[config.mk]
export PLATFORM = sky130hd
export DESIGN_NAME = if_stage
export DESIGN_NICKNAME = d
export VERILOG_FILES = /design/src/rtl/if_stage.sv
export SDC_FILE = /design/constraint.sdc
export NUM_CORES = 1
export LEC_CHECK = 0
export CAP_MARGIN = 0
export CORE_MARGIN = 1
export CORE_UTILIZATION = 23
export DETAILED_ROUTE_END_ITERATION = 7
export GPL_TIMING_DRIVEN = 0
export PLACE_DENSITY = 0.56
export SETUP_SLACK_MARGIN = 0.4
export SLEW_MARGIN = 5
export SYNTH_ARGS = -nofsm -noshare
export SYNTH_HDL_FRONTEND = slang
export SYNTH_SLANG_ARGS = --single-unit
export TNS_END_PERCENT = 100
[constraint.sdc]
create_clock -name clk -period 5.52 [get_ports clk]
set_clock_uncertainty 0.05 [all_clocks]
set_input_delay 1.104 -clock clk [delete_from_list [all_inputs] [get_ports clk]]
set_output_delay 1.104 -clock clk [all_outputs]
set_load 0.01 [all_outputs]
[src/rtl/if_stage.sv]
// Instruction-fetch stage: owns the fetch PC, drives the synchronous-read
// instruction ROM and offers {pc4, pc} to ID over a valid/allow_in handshake.
// Branch (EX) and trap/mret (CSR) redirects override the sequential PC.
module if_stage #(
  parameter logic [31:0] RESET_PC           = 32'h0000_0000,
  parameter int unsigned IF_TO_ID_BUS_WIDTH = 64
) (
  input  logic                          clk,
  input  logic                          rst,
  input  logic                          id_allow_in,
  input  logic                          br_taken,
  input  logic [31:0]                   br_target,
  input  logic                          trap_redirect,
  input  logic [31:0]                   trap_target,
  output logic [IF_TO_ID_BUS_WIDTH-1:0] if_to_id_bus,
  output logic                          if_to_id_valid,
  output logic                          if_excp,
  output logic [31:0]                   irom_addr,
  output logic                          irom_en
);

  localparam int unsigned PC_W = 32;
  localparam logic [PC_W-1:0] PC_STEP = 32'd4;

  typedef enum logic {
    BOOT = 1'b0,
    RUN  = 1'b1
  } fs_state_t;

  fs_state_t       fs_state;
  logic [PC_W-1:0] fs_pc;
  logic            fs_valid;

  logic            redirect;
  logic [PC_W-1:0] next_target;
  logic [PC_W-1:0] pc4;
  logic            fire;

  // Redirect selection (trap beats branch), handshake and ROM/ID-facing outputs
  always_comb begin
    redirect       = trap_redirect | br_taken;
    next_target    = trap_redirect ? trap_target : br_target;
    pc4            = fs_pc + PC_STEP;
    if_to_id_valid = 1'b0;
    irom_en        = 1'b0;
    if (fs_state == RUN) begin
      // the instruction at fs_pc is wrong-path whenever a redirect is active
      if_to_id_valid = fs_valid & ~redirect;
      irom_en        = fs_valid & ~redirect & id_allow_in;
    end
    fire         = if_to_id_valid & id_allow_in;
    if_excp      = fs_valid & (fs_pc[1:0] != 2'b00);
    irom_addr    = fs_pc;
    if_to_id_bus = IF_TO_ID_BUS_WIDTH'({pc4, fs_pc});
  end

  // Fetch PC / valid / boot-run sequencing; redirect never waits on a stalled ID
  always_ff @(posedge clk or posedge rst) begin
    if (rst) begin
      fs_state <= BOOT;
      fs_valid <= 1'b0;
      fs_pc    <= RESET_PC;
    end else begin
      case (fs_state)
        BOOT: begin
          fs_state <= RUN;
          fs_valid <= 1'b1;
          if (redirect) begin
            fs_pc <= next_target;
          end
        end
        RUN: begin
          if (redirect) begin
            fs_pc    <= next_target;
            fs_valid <= 1'b1;
          end else if (fire) begin
            fs_pc <= pc4;
          end
        end
        default: begin
          fs_state <= BOOT;
          fs_valid <= 1'b0;
          fs_pc    <= RESET_PC;
        end
      endcase
    end
  end

endmodule

[Yosys cells after proc, flatten, opt, wreduce, memory -nomap -nowiden]
Index checks and enable logic that the tools add are counted.
Cells by class
  add/sub/neg operators: 1
  equality and inequality tests: 3
  multiplexer cells: 9
  bitwise logic cells: 7
  reductions and logical operators: 2
Operator list (count)
  two-way mux 32 bit: 4
  case mux 32 bit (2 select lines): 1
  adder 32 x 3 -> 32 bit, second input constant: 1
  bitwise AND 1 bit: 4
  two-way mux 1 bit: 3
  inequality test 3 x 1 -> 1 bit, second input constant: 1
  inequality test 2 x 1 -> 1 bit, second input constant: 1
  inequality test 2 bit, second input constant: 1
  NOT 1 bit: 2
  case mux 1 bit (2 select lines): 1
  AND reduction 2 bit: 1
  nonzero test 2 bit: 1
  OR 1 bit: 1
Word-level totals
  register bits: 34
  input bits: 69
  output and inout port bits: 99
  logic and storage cells: 25

[Depth between registers and ports, before layout]
Gate-level depths: netlist of the first run.
  depth after elaboration: 8
  mapped depth: 8
  depth with buffers taken out: 6

[Worst setup path after synthesis of the first run]
No wires, ideal clock.
  path type: input -> output
  from: in br_taken
  to: out irom_en
  arrival: 2.217 ns
  data required time: 4.366 ns
  path slack: 2.149 ns
  stages: 5
  buffers on the path: 2
  path through: clkbuf_1 or2_1 clkbuf_1 nor2_2 nor2_1
Between the ends
  cells in the longest elaborated chain, start to end: 5
Ends and longest elaborated chain
  start: declaration: line 11  | input logic br_taken,
  OR 1 bit: line 41  | redirect = trap_redirect | br_taken;
  NOT 1 bit: line 49  | irom_en = fs_valid & ~redirect & id_allow_in;
  bitwise AND 1 bit (2 in series): line 49
  two-way mux 1 bit: line 46  | if (fs_state == RUN) begin
  end: declaration: line 19  | output logic irom_en
No other way between the ends.

[Final worst setup path of the first run]
Same ends and word-level chain as after synthesis.

==> results of run 1 <==
==> worst min-delay path by stage <==
stage / from / end
after detailed placement: fs_valid / fs_valid
after global placement: fs_valid / fs_valid
after floorplan: fs_valid / fs_valid
after global routing: fs_valid / fs_valid
after CTS: fs_valid / fs_valid
final: fs_valid / fs_valid
==> kinds of logic after synthesis <==
kind of cell | count (synthesis) | synth area share
other | 1 | 0.00131
xor gates and xnor gates | 36 | 0.110
adders and majority gates | 1 | 0.00437
AOI/OAI and AO/OA | 76 | 0.172
DFF | 34 | 0.297
muxes | 14 | 0.0507
and+or+nand+nor | 131 | 0.241
buffers and inverters | 58 | 0.124
==> final cells by class <==
class	count	area share
plain buffers	54	0.0694
clock buffers	7	0.0292
clock inverters	1	0.00102
inverters	4	0.00307
multi-input cells	259	0.340
flip-flops and latches	34	0.174
well taps	168	0.0430
repair buffers	166	0.340
==> state kept, by name, indices dropped and copies added, names as in the netlist <==
signal,cells
fs_valid,1
irom_addr,32
fs_state,1
==> power by group through the flow <==
stage | clock (mW) | sequential, mW | combinational, mW
global placement | 0 | 0.330 | 0.447
floorplan | 0 | 0.331 | 0.188
global route | 0.304 | 0.335 | 0.480
finish | 0.288 | 0.328 | 0.447
CTS | 0.292 | 0.328 | 0.452
detailed placement | 0 | 0.332 | 0.449
==> cell usage after synthesis (all sizes together) (2+ instances only) <==
cell type   n
xnor2      19
o21ai      14
mux2i      10
nand3      20
nor3       10
nand2      25
dfrtp      34
or2         2
nor2       24
and2        5
a31oi       5
o22a        2
or3         5
nor4        7
a211oi     11
or4         2
inv         4
buf        40
nor2b       7
xor2       17
nand4       8
o221ai      2
a311oi      5
mux2        4
and4        4
a21oi      18
and3       11
clkbuf     14
o31ai       2
o22ai      11
==> critical path, cell delays in order <==
cell             delay, ns
clkbuf_1              0.50
or2_1                 0.19
clkbuf_1              0.37
nor2_2                0.21
nor2_1                0.60
clkdlybuf4s50_1       0.67
==> metrics by stage <==
| step | total power, mW | area, sq um | std cells | util | hold WS (ns) |
|---|---|---|---|---|---|
| finish | 1.06 | 4880 | 693 | 0.405 | 0.516 |
| global route | 1.12 | 4880 | 693 | 0.405 | 0.535 |
| CTS | 1.07 | 4880 | 693 | 0.405 | 0.507 |
| detailed placement | 0.781 | 4740 | 685 | 0.393 | 0.493 |
| global placement | 0.777 | 4740 | 685 | 0.393 | 0.495 |
| floorplan | 0.519 | 2860 | 351 | - | 0.437 |
==> layer usage <==
layer / GRT usage / share of wire
met1: 0.219 / 0.43
met2: 0.299 / 0.48
met3: 0.0399 / 0.066
met4: 0.0544 / 0.018
met5: 0 / 0
==> summary.txt, run 1 <==
LOGIC SYNTHESIS
-------------------------------------------------------------------------------------------
Largest area contributor in the synthesized netlist ..........................      dfrtp_1
Register area share after synthesis ..........................................        0.297
Most instantiated flip-flop cell in the synthesis netlist ....................      dfrtp_1
Share of the synthesized area in the top cell type ...........................        0.297
Post-Syn Nets ................................................................          421
Number of synthesized register bits ..........................................           34
Synth Warn # .................................................................            0
Number of distinct library cells after synthesis .............................           46
Synth area leaders ........................................................... dfrtp_1, buf_4, xnor2_1, xor2_1, mux2i_1
Number of synthesized flops with an enable pin ...............................            0
Average footprint of a synthesized cell ......................................   8.16 sq um
Cells after synthesis ........................................................          351
Share of flip-flops with an asynchronous set or reset after synthesis ........         1.00
Post-synthesis instance area .................................................   2860 sq um

CTS
-------------------------------------------------------------------------------------------
Hold-fix buffer count after cts ..............................................            0
Cts bufs inserted ............................................................            5
Post-CTS Setup Bufs ..........................................................            0
CTS Buffer Depth .............................................................            2
TritonCTS clock tree .........................................................          yes
Clock sink count .............................................................           34
CTS H-tree lvls ..............................................................            2
Reg clk slew, reported paths .................................................      0.06 ns
Root buffer cell .............................................................    clkbuf_16
Clock network latency to the later pin of the worst-skew pair ................      0.28 ns
CTS-repair resized insts .....................................................            0

GRT
-------------------------------------------------------------------------------------------
Global-route congestion overflow total .......................................            0
Global router's overall resource usage .......................................        0.175
Initial antenna violation count ..............................................            0
Largest net degree at the start of global routing ............................           35
Via count of the first global-routing pass ...................................         3157
Global-route wire length before repair .......................................     17300 um

FLOORPLANNING
-------------------------------------------------------------------------------------------
Floorplan die area ...........................................................  12900 sq um
Core Box Area ................................................................  12100 sq um
Io pins ......................................................................          168
Initial cell density of the core .............................................        0.237
Horizontal die dimension .....................................................       114 um
Num rows .....................................................................           40
Die height ...................................................................       114 um

STA
-------------------------------------------------------------------------------------------
Transition time at the pin with the least slew margin ........................     0.810 ns
Tightest slew margin relative to the limit ...................................        0.455
Setup repair after global routing missed its margin ..........................           no
Total negative slack for setup checks ........................................         0 ns
Final setup violation count ..................................................            0
Max Slew Vio Count ...........................................................            0
Max Fclk .....................................................................      208 MHz
Final period utilization .....................................................        0.871
Final Hold Violating Endpoints ...............................................            0
Shortest clock period the worst path allows after layout .....................      4.81 ns
Worst setup margin ...........................................................     0.712 ns

POWER
-------------------------------------------------------------------------------------------
Clk pwr share ................................................................        0.271
Switching share of power .....................................................        0.319
Combinational group share of total power .....................................        0.421
Switching power summed over all nets .........................................     0.339 mW
P per Cell Area ..............................................................  218 nW/um^2
Leakage dissipation ..........................................................      1.86 nW
Worst supply voltage drop on vdd .............................................       120 uV
Int Pwr ......................................................................     0.724 mW
Sequential cell fraction of total power ......................................        0.308

PLACEMENT
-------------------------------------------------------------------------------------------
Total half-perimeter wirelength after legalization and detailed placement ....      8840 um
Worst slack, placed ..........................................................     0.759 ns
PortBufs .....................................................................          166
Gp weighted congestion .......................................................        0.796

FINAL LAYOUT
-------------------------------------------------------------------------------------------
Area of all sequential standard cells ........................................    851 sq um
Fill count ...................................................................         1243
Total inserted antenna cells .................................................            0
Number of nets at the end of the flow ........................................          594
Commonest cells after routing, fill and taps aside ........................... clkdlybuf4s50_1, buf_4, dfrtp_1
Layout overhead on the synthesized area ......................................        70.5%
Ratio of cells with drive above 1 in the final layout ........................       0.0990
Multi-input logic area .......................................................   1660 sq um
Most frequent standard cell in the layout excluding fill and tap cells ....... clkdlybuf4s50_1

DETAILED ROUTING
-------------------------------------------------------------------------------------------
Vias/cell ....................................................................         4.75
Remaining design rule violation count ........................................            0
Post-detailed-route count of antenna-violating nets ..........................            0
Total iterations of the first detailed-routing run ...........................            4
Number of design-rule violations left by the first detailed-router iteration .          158
Routed via count .............................................................         3292
Total length of routed wires .................................................     11500 um
Routed wire per std cell .....................................................      16.7 um

WORST HOLD PATH
-------------------------------------------------------------------------------------------
Worst Hold Path Cells ........................................................            1
Worst Hold Class ............................................................. register to register

WORST SETUP PATH
-------------------------------------------------------------------------------------------
Critical path origin .........................................................     br_taken
Crit end category ............................................................ primary output
Origin of the critical flop-to-flop path ..................................... irom_addr[2]
Required time reported for the critical path endpoint ........................      4.37 ns
Worst reg2reg path depth .....................................................            6
Destination of the worst register-to-register timing path .................... irom_addr[26]
Critical path data arrival time ..............................................      3.65 ns
Critical Path Start Type .....................................................   input port
Highest fanout seen on the critical path .....................................           10
Crit path capture ............................................................      irom_en
Setup slack of the most critical reg-to-reg path .............................      2.99 ns
Setup CP Type ................................................................ input port to primary output

STATUS
-------------------------------------------------------------------------------------------
Status ....................................................................... complete, no violations

RUN
-------------------------------------------------------------------------------------------
Max Cap Viol .................................................................            0

No activity file was read; power rests on OpenSTA's default activity.
==> run 2, diff against run 1 <==
--- a/config.mk
+++ b/config.mk
@@ -12,6 +12,7 @@
 export GPL_TIMING_DRIVEN = 0
 export PLACE_DENSITY = 0.56
 export SETUP_SLACK_MARGIN = 0.4
+export SKIP_LAST_GASP = 1
 export SLEW_MARGIN = 5
 export SYNTH_ARGS = -nofsm -noshare
 export SYNTH_HDL_FRONTEND = slang
==> results of run 2 <==
No change in the layout: final DEF, timing and power equal those of run 1.
==> run 3, diff against run 2 <==
--- a/config.mk
+++ b/config.mk
@@ -5,12 +5,14 @@
 export SDC_FILE = /design/constraint.sdc
 export NUM_CORES = 1
 export LEC_CHECK = 0
+export ABC_CLOCK_PERIOD_IN_PS = 5520
 export CAP_MARGIN = 0
 export CORE_MARGIN = 1
 export CORE_UTILIZATION = 23
 export DETAILED_ROUTE_END_ITERATION = 7
 export GPL_TIMING_DRIVEN = 0
 export PLACE_DENSITY = 0.56
+export REMOVE_ABC_BUFFERS = 1
 export SETUP_SLACK_MARGIN = 0.4
 export SKIP_LAST_GASP = 1
 export SLEW_MARGIN = 5
==> run 3 against run 2 <==
Wire length decreased by 9.6%. Cell area is 7.0% lower. Sequential share of layout area rose by 1.3 points. Non-clock buffer count decreased by 53. Count of clock-buffer cells in the layout unchanged. Flip-flop and latch count unchanged. Global-route usage down 1.5 points. Largest power group unchanged. Highest routed layer unchanged.
==> summary.txt, run 3 (synthesis gave the netlist of run 1 again) <==
STA
-------------------------------------------------------------------------------------------
Max Fclk .....................................................................      206 MHz
Total negative slack for setup checks ........................................         0 ns
Max Slew Vio Count ...........................................................            0
Setup repair after global routing missed its margin ..........................           no
Final period utilization .....................................................        0.878
Final Hold Violating Endpoints ...............................................            0
Tightest slew margin relative to the limit ...................................        0.143
Final setup violation count ..................................................            0
Shortest clock period the worst path allows after layout .....................      4.85 ns
Transition time at the pin with the least slew margin ........................      1.28 ns

POWER
-------------------------------------------------------------------------------------------
P per Cell Area ..............................................................  218 nW/um^2
Worst supply voltage drop on vdd .............................................       103 uV
Leakage dissipation ..........................................................      1.66 nW

WORST SETUP PATH
-------------------------------------------------------------------------------------------
Setup CP Type ................................................................ input port to primary output
Buffering stage count on the worst path with inverters included ..............            2
Slowest cell delay on critical path ..........................................      0.71 ns
Cell count along the critical path ...........................................            5
Required time reported for the critical path endpoint ........................      4.37 ns
Setup slack of the most critical reg-to-reg path .............................      2.96 ns
Cell mode on critical path ................................................... clkdlybuf4s50_1
Critical path data arrival time ..............................................      3.69 ns
CP max stage cell ............................................................ clkdlybuf4s50_1
Worst reg2reg path depth .....................................................            6
Crit path cell chain ......................................................... clkdlybuf4s50_1 > nor2b_1 > nand2_1 > nor2_2 > clkdlybuf4s50_1
Crit path max-delay family ................................................... buffers and inverters
Crit end category ............................................................ primary output
Highest fanout seen on the critical path .....................................           10
Origin of the critical flop-to-flop path ..................................... irom_addr[2]
Critical Path Start Type .....................................................   input port
Destination of the worst register-to-register timing path .................... irom_addr[26]

FINAL LAYOUT
-------------------------------------------------------------------------------------------
Ratio of cells with drive above 1 in the final layout ........................       0.0340
Number of nets at the end of the flow ........................................          541
Flip-flop count of the largest register, all copies and words added ..........           32
Area of all sequential standard cells ........................................    851 sq um
Commonest cells after routing, fill and taps aside ........................... clkdlybuf4s50_1, dfrtp_1, nand2_1
Multi-input logic area .......................................................   1670 sq um
Layout overhead on the synthesized area ......................................        58.6%
Final Instance Count excl. Fillers ...........................................          639
Post-route standard cell area excluding fillers ..............................   4540 sq um
Total inserted antenna cells .................................................            0
Most frequent standard cell in the layout excluding fill and tap cells ....... clkdlybuf4s50_1
Fill count ...................................................................         1261

STATUS
-------------------------------------------------------------------------------------------
Status ....................................................................... complete, no violations

WORST HOLD PATH
-------------------------------------------------------------------------------------------
Worst Hold Endpoint ..........................................................     fs_valid
Worst Hold Class ............................................................. register to register
Hold path startpoint .........................................................     fs_valid
Worst Hold Path Cells ........................................................            1

FLOORPLANNING
-------------------------------------------------------------------------------------------
Initial cell density of the core .............................................        0.237
Horizontal die dimension .....................................................       114 um
Io pins ......................................................................          168
Core Box Area ................................................................  12100 sq um
Floorplan die area ...........................................................  12900 sq um
Die height ...................................................................       114 um
Num rows .....................................................................           40

DETAILED ROUTING
-------------------------------------------------------------------------------------------
Post-detailed-route count of antenna-violating nets ..........................            0
Routed via count .............................................................         3071
Vias/cell ....................................................................         4.81
Total length of routed wires .................................................     10400 um
Routed wire per std cell .....................................................      16.3 um
Remaining design rule violation count ........................................            0
Total iterations of the first detailed-routing run ...........................            4
Number of design-rule violations left by the first detailed-router iteration .          106

RUN
-------------------------------------------------------------------------------------------
Max Cap Viol .................................................................            0

PLACEMENT
-------------------------------------------------------------------------------------------
Total half-perimeter wirelength after legalization and detailed placement ....      7850 um
Cells after DPL ..............................................................          632
Gp weighted congestion .......................................................        0.801
Total cell area at the placement stage .......................................   4400 sq um
PortBufs .....................................................................          167

GRT
-------------------------------------------------------------------------------------------
Via count of the first global-routing pass ...................................         3026
Global-route congestion overflow total .......................................            0
Largest net degree at the start of global routing ............................           40
Global-route wire length before repair .......................................     16200 um
Global router's overall resource usage .......................................        0.160
Initial antenna violation count ..............................................            0

CTS
-------------------------------------------------------------------------------------------
Cts bufs inserted ............................................................            5
CTS Buffer Depth .............................................................            2
Root buffer cell .............................................................    clkbuf_16
Clock network latency to the later pin of the worst-skew pair ................      0.27 ns
Reg clk slew, reported paths .................................................      0.05 ns
Hold-fix buffer count after cts ..............................................            0
CTS H-tree lvls ..............................................................            2
TritonCTS clock tree .........................................................          yes
Clock sink count .............................................................           34

## run 3: cell types whose count changed in the layout (fill, tap and decap cells not counted), sizes merged
| cell | previous run | this run |
|---|---|---|
| clkinv | 1 | 0 |
| clkbuf | 21 | 7 |
| buf | 40 | 1 |
## run 3: metrics by stage
| step | util | setup slack, ns | hold slack [ns] | total power, mW |
|---|---|---|---|---|
| finish | 0.377 | 0.672 | 0.494 | 0.990 |
| CTS | 0.376 | 0.428 | 0.495 | 1.00 |
| global route | 0.377 | 0.543 | 0.529 | 1.04 |
| global placement | 0.365 | -0.779 | 0.481 | 0.729 |
| detailed placement | 0.365 | 0.421 | 0.480 | 0.732 |
| floorplan | - | 2.30 | 0.437 | 0.472 |
## run 3: worst max path at each step
| stage | endpoint | slack (ns) | from |
|---|---|---|---|
| final | irom_en | 0.67 | br_taken |
| after global routing | irom_en | 0.54 | br_taken |
| after CTS | irom_en | 0.43 | br_taken |
| after detailed placement | irom_en | 0.42 | br_taken |
| after global placement | irom_en | -0.78 | trap_redirect |
| after floorplan | if_to_id_bus[60] | 2.30 | irom_addr[2] |
## run 3: area by class of cell
| type | instances | share of cell area |
|---|---|---|
| clock buffers | 7 | 0.0292 |
| inverters | 4 | 0.00331 |
| multi-input cells | 259 | 0.367 |
| flip-flops and latches | 34 | 0.187 |
| well taps | 168 | 0.0463 |
| repair buffers | 167 | 0.367 |
## run 3: report_power, final
group | switching (mW) | internal (mW)
logic | 0.156 | 0.233
clock network | 0.0991 | 0.165
registers | 0.0605 | 0.276
## run 3: layer usage
metal	GRT usage	up-vias	share of wire	wire, um
met5	0	-	0	0
met4	0.0184	0	0.0042	44
met3	0.0404	6	0.064	666
met2	0.278	109	0.48	4980
met1	0.206	1477	0.45	4740
li1	-	1479	-	-
## run 3: what timing repair did
item,4_1_cts,5_1_grt
hold endpoints to repair,0,0
resized for setup,0,2
setup buffers,0,0
setup endpoints to repair,0,1
